## src/rtl/frame_pkg.sv

```systemverilog
// -----------------------------------------------------------------------------
// frame_pkg
// Shared definitions for the frame parser. It holds the byte type, the default
// frame start marker and the parser FSM state encoding.
// -----------------------------------------------------------------------------
package frame_pkg;

  typedef logic [7:0] byte_t;

  localparam byte_t SYNC_DEFAULT = 8'hA5;

  typedef enum logic [1:0] {
    HUNT    = 2'd0,
    GET_LEN = 2'd1,
    PAYLOAD = 2'd2,
    CHECK   = 2'd3
  } state_t;

endpackage

```

## src/rtl/frame_timeout_ctr.sv

```systemverilog
// -----------------------------------------------------------------------------
// frame_timeout_ctr
// Idle-cycle counter for the frame parser. It counts enabled cycles, and
// o_expire fires combinationally on the enabled cycle that brings the count to
// TIMEOUT. The counter clears on that same edge.
//
// Ports
//   CLK_48MHZ  in   system clock
//   RST        in   asynchronous active-low reset
//   i_clear    in   synchronous clear (a byte was accepted)
//   i_enable   in   count this cycle (busy and idle)
//   o_expire   out  terminal count reached on this cycle
// -----------------------------------------------------------------------------
module frame_timeout_ctr #(
  parameter int TIMEOUT = 64
) (
  input  logic CLK_48MHZ,
  input  logic RST,
  input  logic i_clear,
  input  logic i_enable,
  output logic o_expire
);

  localparam int CW = $clog2(TIMEOUT + 1);
  localparam logic [CW-1:0] TC = CW'(TIMEOUT - 1);

  logic [CW-1:0] r_cnt;
  logic          w_expire;

  // The count holds TC after TIMEOUT-1 idle cycles, so the next idle cycle is
  // the TIMEOUT-th one.
  assign w_expire = i_enable && (r_cnt == TC);
  assign o_expire = w_expire;

  always_ff @(posedge CLK_48MHZ or negedge RST) begin
    if (!RST) begin
      r_cnt <= '0;
    end else if (i_clear || w_expire) begin
      r_cnt <= '0;
    end else if (i_enable) begin
      r_cnt <= r_cnt + 1'b1;
    end
  end

endmodule

```

## src/rtl/frame_parser.sv

```systemverilog
// -----------------------------------------------------------------------------
// frame_parser
// Byte-stream frame parser. The frame format is SYNC_BYTE, LEN, then LEN
// payload bytes, followed by an XOR checksum byte when FRAME_PARSER_CHECKSUM_EN
// is defined. Payload bytes are re-emitted one cycle after acceptance. The
// block flags length errors, checksum errors and idle timeouts.
//
// Optional feature macro: FRAME_PARSER_CHECKSUM_EN
//   defined   : CHECK state, XOR accumulator and CHK_ERR are present. FRAME_OK
//               follows a matching checksum byte.
//   undefined : no checksum byte, CHK_ERR tied 0, FRAME_OK pulses with EOF.
//
// Ports
//   CLK_48MHZ  in   only clock
//   RST        in   asynchronous active-low reset
//   DIN_VALID  in   byte strobe
//   DIN[7:0]   in   input byte
//   PLD_DATA   out  registered payload byte
//   PLD_VALID  out  one-cycle strobe for PLD_DATA
//   SOF / EOF  out  first / last payload byte markers (with PLD_VALID)
//   FRAME_OK   out  good frame end pulse
//   LEN_ERR    out  illegal length pulse
//   CHK_ERR    out  checksum mismatch pulse
//   TMO_ERR    out  mid-frame idle timeout pulse
//   BUSY       out  FSM not in HUNT
//
// state   | meaning
// --------+-----------------------------------------------
// HUNT    | discard bytes until SYNC_BYTE
// GET_LEN | next byte is LEN; validate and load counter
// PAYLOAD | emit bytes, accumulate XOR, count down
// CHECK   | compare checksum byte with accumulated XOR
// -----------------------------------------------------------------------------
module frame_parser
  import frame_pkg::*;
#(
  parameter byte_t SYNC_BYTE = SYNC_DEFAULT,
  parameter int    MAX_LEN   = 16,
  parameter int    TIMEOUT   = 64
) (
  input  logic       CLK_48MHZ,
  input  logic       RST,
  input  logic       DIN_VALID,
  input  logic [7:0] DIN,
  output logic [7:0] PLD_DATA,
  output logic       PLD_VALID,
  output logic       SOF,
  output logic       EOF,
  output logic       FRAME_OK,
  output logic       LEN_ERR,
  output logic       CHK_ERR,
  output logic       TMO_ERR,
  output logic       BUSY
);

  localparam byte_t MAX_LEN_B = byte_t'(MAX_LEN);

  state_t r_state;
  byte_t  r_cnt;
  logic   r_first;
  logic   w_busy;
  logic   w_expire;

`ifdef FRAME_PARSER_CHECKSUM_EN
  byte_t  r_chk;
  logic   r_chk_err;
  assign CHK_ERR = r_chk_err;
`else
  assign CHK_ERR = 1'b0;
`endif

  assign w_busy = (r_state != HUNT);
  assign BUSY   = w_busy;

  frame_timeout_ctr #(
    .TIMEOUT (TIMEOUT)
  ) u_tmo (
    .CLK_48MHZ (CLK_48MHZ),
    .RST       (RST),
    .i_clear   (DIN_VALID),
    .i_enable  (w_busy && !DIN_VALID),
    .o_expire  (w_expire)
  );

  always_ff @(posedge CLK_48MHZ or negedge RST) begin
    if (!RST) begin
      r_state   <= HUNT;
      r_cnt     <= '0;
      r_first   <= 1'b0;
      PLD_DATA  <= '0;
      PLD_VALID <= 1'b0;
      SOF       <= 1'b0;
      EOF       <= 1'b0;
      FRAME_OK  <= 1'b0;
      LEN_ERR   <= 1'b0;
      TMO_ERR   <= 1'b0;
`ifdef FRAME_PARSER_CHECKSUM_EN
      r_chk     <= '0;
      r_chk_err <= 1'b0;
`endif
    end else begin
      PLD_VALID <= 1'b0;
      SOF       <= 1'b0;
      EOF       <= 1'b0;
      FRAME_OK  <= 1'b0;
      LEN_ERR   <= 1'b0;
      TMO_ERR   <= 1'b0;
`ifdef FRAME_PARSER_CHECKSUM_EN
      r_chk_err <= 1'b0;
`endif
      // Expiry needs an idle cycle, so it never competes with an accepted byte.
      if (w_expire) begin
        TMO_ERR <= 1'b1;
        r_state <= HUNT;
      end else if (DIN_VALID) begin
        case (r_state)
          HUNT: begin
            if (DIN == SYNC_BYTE) r_state <= GET_LEN;
          end
          GET_LEN: begin
            if ((DIN == 8'd0) || (DIN > MAX_LEN_B)) begin
              LEN_ERR <= 1'b1;
              r_state <= HUNT;
            end else begin
              r_cnt   <= DIN;
              r_first <= 1'b1;
`ifdef FRAME_PARSER_CHECKSUM_EN
              r_chk   <= '0;
`endif
              r_state <= PAYLOAD;
            end
          end
          PAYLOAD: begin
            PLD_DATA  <= DIN;
            PLD_VALID <= 1'b1;
            SOF       <= r_first;
            r_first   <= 1'b0;
            r_cnt     <= r_cnt - 1'b1;
`ifdef FRAME_PARSER_CHECKSUM_EN
            r_chk     <= r_chk ^ DIN;
`endif
            if (r_cnt == 8'd1) begin
              EOF <= 1'b1;
`ifdef FRAME_PARSER_CHECKSUM_EN
              r_state <= CHECK;
`else
              FRAME_OK <= 1'b1;
              r_state  <= HUNT;
`endif
            end
          end
          CHECK: begin
`ifdef FRAME_PARSER_CHECKSUM_EN
            if (DIN == r_chk) FRAME_OK  <= 1'b1;
            else              r_chk_err <= 1'b1;
`endif
            r_state <= HUNT;
          end
          default: r_state <= HUNT;
        endcase
      end
    end
  end

endmodule

```

## config.mk

```make
export PLATFORM = sky130hd
export DESIGN_NAME = frame_parser
export DESIGN_NICKNAME = d
export VERILOG_FILES = /design/src/rtl/frame_pkg.sv /design/src/rtl/frame_timeout_ctr.sv /design/src/rtl/frame_parser.sv
export SDC_FILE = /design/constraint.sdc
export NUM_CORES = 1
export LEC_CHECK = 0
export BUFFER_PORTS_ARGS = -buffer_cell sky130_fd_sc_hd__buf_2
export CAP_MARGIN = 25
export CELL_PAD_IN_SITES_DETAIL_PLACEMENT = 0
export CELL_PAD_IN_SITES_GLOBAL_PLACEMENT = 2
export CORE_ASPECT_RATIO = 1.1
export CORE_UTILIZATION = 30
export DETAILED_ROUTE_END_ITERATION = 12
export PLACE_DENSITY = 0.78
export SKIP_LAST_GASP = 1
export SLEW_MARGIN = 10
export SYNTH_ARGS = -nofsm -noshare
export SYNTH_HDL_FRONTEND = slang
export SYNTH_SLANG_ARGS = --single-unit
export TNS_END_PERCENT = 1
```

## constraint.sdc

```tcl
create_clock -name CLK_48MHZ -period 1.3 [get_ports CLK_48MHZ]
set_input_delay 0.065 -clock CLK_48MHZ [delete_from_list [all_inputs] [get_ports CLK_48MHZ]]
set_output_delay 0.065 -clock CLK_48MHZ [all_outputs]
set_load 0.01 [all_outputs]
```

# After elaboration in Yosys (flattened, before gate mapping)
# Cells that the tools add are included.
[totals] regBits=31 inputBits=11 out_inout_bits=16 word_cells=64
[classes] add_sub_neg=2 magnitude_cmp=1 eq_ne=9 muxes=27 n_bitwise=1 n_reduce_logical=14
[ops] op="$mux 1" count=16
[ops] op="$pmux 8 s2" count=1
[ops] op="$mux 7" count=2
[ops] op="$mux 2" count=5
[ops] op="$eq 8x1->1 const B" count=1
[ops] op="$eq 8x8->1 const B" count=1
[ops] op="$gt 8x5->1 const B" count=1
[ops] op="$logic_not 8->1" count=1
[ops] op="$mux 8" count=1
[ops] op="$pmux 2 s4" count=1
[ops] op="$reduce_bool 2->1" count=4
[ops] op="$sub 8x1->8 const B" count=1
[ops] op="$add 7x1->7 const B" count=1
[ops] op="$eq 7x6->1 const B" count=1
[ops] op="$ne 3x2->1 const B" count=2
[ops] op="$reduce_and 3->1" count=2
[ops] op="$eq 2x2->1 const B" count=2
[ops] op="$reduce_and 4->1" count=1
[ops] op="$eq 2x1->1 const B" count=1
[ops] op="$logic_and 1x1->1" count=2
[ops] op="$logic_not 2->1" count=1
[ops] op="$logic_or 1x1->1" count=2
[ops] op="$ne 2x2->1 const B" count=1
[ops] op="$pmux 1 s2" count=1
[ops] op="2 further kinds" count=2

# Longest topological paths before layout
[depth] word_depth=6 mapped_depth=6

# Hierarchy
# Synthesis repeated with hierarchy kept, for this count alone.
[hier_totals] cells_unflattened=153 hier_area_um2=1557.7
[by_module_without_submodules] mod="frame_parser" instances=1 cells_per_inst=118 area_per_inst_um2=1193.6
[by_module_without_submodules] mod="frame_timeout_ctr" instances=1 cells_per_inst=35 area_per_inst_um2=364.1

# Worst setup path before layout
# No wires, ideal clock.
[synth_timing] kind="register -> register" from="register r_cnt[4]" to="register r_state[1]" setup_ns=0.126 t_arrival_ns=1.275 required_time_ns=1.174 path_slack_ns=-0.101 stages_incl_launch_ff=4 path_buffers=0 path_cell_list="dfrtp_1 > nor4_1 > nand3_1 > a221o_1"
[synth_via] elab_chain_cells=3
[synth_lines] item="start: declaration" line="frame_parser.sv:59" source="byte_t r_cnt;"
[synth_lines] item="start signal: assignment" line="frame_parser.sv:138" source="r_cnt <= r_cnt - 1'b1;"
[synth_lines] item="$eq 8x1->1" line="frame_parser.sv:142" source="if (r_cnt == 8'd1) begin"
[synth_lines] item="$ne 3x2->1 (no line)"
[synth_lines] item="$reduce_and 3->1 (no line)"
[synth_lines] item="end signal: assignment" line="frame_parser.sv:148" source="r_state <= HUNT;"
[synth_lines] item="end signal: assignment" line="frame_parser.sv:157" source="r_state <= HUNT;"
[synth_lines] item="end signal: assignment" line="frame_parser.sv:159" source="default: r_state <= HUNT;"
[synth_lines] item="end: declaration" line="frame_parser.sv:58" source="state_t r_state;"
# No other way between the ends.
# A chain may end at the register's enable or synchronous reset.

# Worst setup path after layout
[layout_timing] from="register r_state[1]" to="register r_cnt[2]"
[layout_via] elab_chain_cells=5 word_cells_on_any_way=10 classes_between="eq/ne (3); mux (1); bitwise (1); reduce/logical (5)"
[layout_lines] item="start signal: assignment" line="frame_parser.sv:87" source="r_state <= HUNT;"
[layout_lines] item="start signal: assignment" line="frame_parser.sv:114" source="r_state <= HUNT;"
[layout_lines] item="start signal: assignment" line="frame_parser.sv:118" source="if (DIN == SYNC_BYTE) r_state <= GET_LEN;"
[layout_lines] item="branches (longest 5 deep; another with $reduce_and 4->1)"
# Several ways; the timed one is not identified.

==> impl_results.md <==
- Total congestion overflow: 0
- Synth area leaders: dfrtp_1 52%, nand2_1 6.7%, nor2_1 3.5%
- Flops & latches, synth: 31
- Die Wd: 69.5 um
- Post-DP Area: approximately 1900 um2
- Failing checks: negative setup slack
- Final ANT Viol Nets: 0
- Core Area: 4720 um2
- Effective utilization at floorplan: 31.9%
- Worst-Skew Late Latency: 0.28 ns
- Max VDD drop: 0.00116 V
- Worst r2r path cells: 5
- Max cap viols: 0
- Fraction of registers with async set/reset: between 90% and 100%
- Via Count: 1300
- Post-Syn Area per Cell: 9.82 um2
- Met2 WL post-DR: between 1500 and 2000 um
- P&R area growth vs syn: 39.1%
- Vias in the first global route: 1333
- Worst Path Required: 1.46 ns
- Min Clock Period, post-route: 1.39 ns
- Critical-path maximum fanout: 7
- Synth warnings: 0
- Met1 Routed Length: approximately 1800 um
- Met3 WL: 92 um
- Die area: 5300 um2
- Mapped cell area: 1500 um2
- Cell row count: 26
- Vias per cell: 4.83
- Place WS: -0.115 ns
- Final Skew: 0.00366 ns
- Status: finished, violations left
- PortBufs: 25
- CTS tree: yes
- Max Root-Sink Buffers: 2
- Largest net degree at the start of global routing: 18
- IO Count: 27
- Most frequent cell after synthesis: dfrtp_1
- CP Launch Type: flip-flop
- Pwr per Cell Area: 1600 nW/um2
- Register area: 777 um2
- Inserted Diodes: 0
- CTS buffer count: 5
- Share of cells above drive strength 1: roughly 38%
- Critical path type: reg -> reg
- RSZ-0062 raised after global routing: true
- Overall routing resource usage: ~15%
- H-tree levels: 2
- Highest metal layer with signal wires: met4
- Yosys top cell by area: dfrtp_1
- Placer Congestion: between 0.8 and 0.9
- Final setup viols: 19
- Filler instances: 467
- Post-synth top cells: 31 x dfrtp_1, 27 x nand2_1, 14 x nor2_1
- Pleak: 0.00104 uW
- TritonRoute pass-1 iters: 4
- Routed len/inst: around 14 um
- Gate count of the mapped netlist: 153
- Final non-filler cell area: 2090 um2
- Drt initial violations: 44
- Detailed placer's ending HPWL: 2750 um
- Clock sink total: 31
- Reg clk slew, reported paths: 0.07 ns
- Worst endpoint data arrival time: 1.54 ns
- Syn Nets: 167
- Multi-input logic area: 707 um2
- Die Y: 76.2 um
- Hold Path Class: in -> reg
- Fin crit share: 107%
- First-pass GRT wire length: 6240 um
- Register area share after synthesis: 51.6%
- DRT Wirelength: 3730 um
- Worst Hold Depth: 3
- Setup_tns: -0.779 ns
- Root buf cell: clkbuf_8
- Post-synth EDFFs: 0
- Max frequency: a little over 0.7 GHz
- Synth top area share: 51.6%
- Final Hold Viols: 0
- Netlist cell types: 45
- Nets: ~230
- Final slew viol count: 0
- Worst setup margin: -0.0864 ns
- Top_reg_cell synth: dfrtp_1
- Initial antenna violation count: 0
- Worst Setup End Kind: flip-flop
- # DRC: 0
- Total power: 3340 uW
[power breakdown]
part | internal [uW] | switching [uW]
Combinational | 506 | 475
Clock | 620 | 364
Sequential | 1190 | 180
[registers in the layout, indices dropped and copies added (netlist names)]
name / count
PLD_VALID: 1
r_cnt: 8
LEN_ERR: 1
u_tmo.r_cnt: 7
r_state: 2
PLD_DATA: 8
TMO_ERR: 1
r_first: 1
SOF: 1
FRAME_OK: 1
[final timing paths]
kind	startpoint	to	slack, ns
setup / recovery	r_state[1]$_DFFE_PN0P_	r_cnt[2]$_DFFE_PN0P_	-0.09
hold / removal	DIN[7]	PLD_DATA[7]$_DFFE_PN0P_	0.03
setup reg to reg	r_state[1]$_DFFE_PN0P_	r_cnt[2]$_DFFE_PN0P_	-0.09
hold reg to reg	PLD_DATA[0]$_DFFE_PN0P_	PLD_DATA[0]$_DFFE_PN0P_	0.47
max in group asynchronous	RST	r_state[1]$_DFFE_PN0P_	0.61
min in group asynchronous	RST	u_tmo.r_cnt[4]$_DFFE_PN0P_	0.25
[critical path: stages (launching register included)]
cell      delay [ns]
dfrtp_2         0.45
nand3b_1        0.24
inv_2           0.08
buf_4           0.17
a221oi_1        0.24
a211oi_1        0.08
[placed cells by master, fill, tap and decap left out, types with 2 or more instances in the layout]
master    instances
and2_4            2
or3_1             2
or2_2             2
and2_1            2
clkbuf_8          6
ha_1              3
buf_4            32
nor2_1           13
buf_2            25
dfrtp_1          30
nand3_1           7
inv_1             5
a21oi_1           4
o21ai_0           5
nor3_1            3
xor2_1            4
nand4b_1          2
nand2_1          27
nor4_2            2
nand3b_1          2
xnor2_1           2
nor4b_1           2
nor4_4            2
[what timing repair did]
item | CTS | global route
hold endpoints to repair | 14 | 0
pin swaps | 6 | 0
hold buffers | 1 | 0
endpoints found under the setup margin | 14 | 25
buffers inserted | 2 | 0
resized for setup | 3 | 5
[metrics by stage]
stage | util [%] | std cells | hold WS (ns)
after floorplan | - | 153 | -0.231
after global placement | 40.6 | 258 | 0.00808
after detailed placement | 40.6 | 258 | 0.0188
after CTS | 43.8 | 269 | 0.0173
after global routing | 44.3 | 269 | 0.0178
final | 44.3 | 269 | 0.0266
[metal layers]
layer	vias to the layer above	global-route usage [%]
li1	644	-
met1	631	19.4
met2	18	23.9
met3	7	3.57
met4	0	7.96
met5	-	0
[cell families after synthesis]
logic type	share of synthesized area [%]
buffers and inverters	4.91
adder cells (fa/ha/maj)	2.50
multiplexers	0.999
AND/OR/NAND/NOR	25.4
AO/OA/AOI/OAI	10.8
flip-flops	51.6
other	0.250
XOR/XNOR	3.50
[cell type report]
| class | count | area share [%] |
|---|---|---|
| Sequential cell | 31 | 37.2 |
| Timing Repair Buffer | 59 | 18.9 |
| Multi-Input combinational cell | 109 | 33.8 |
| Clock buffer | 6 | 3.95 |
| Clock inverter | 2 | 1.68 |
| Inverter | 6 | 1.08 |
| Tap cell | 56 | 3.35 |
Note: power is estimated with default switching activity, not from simulation.
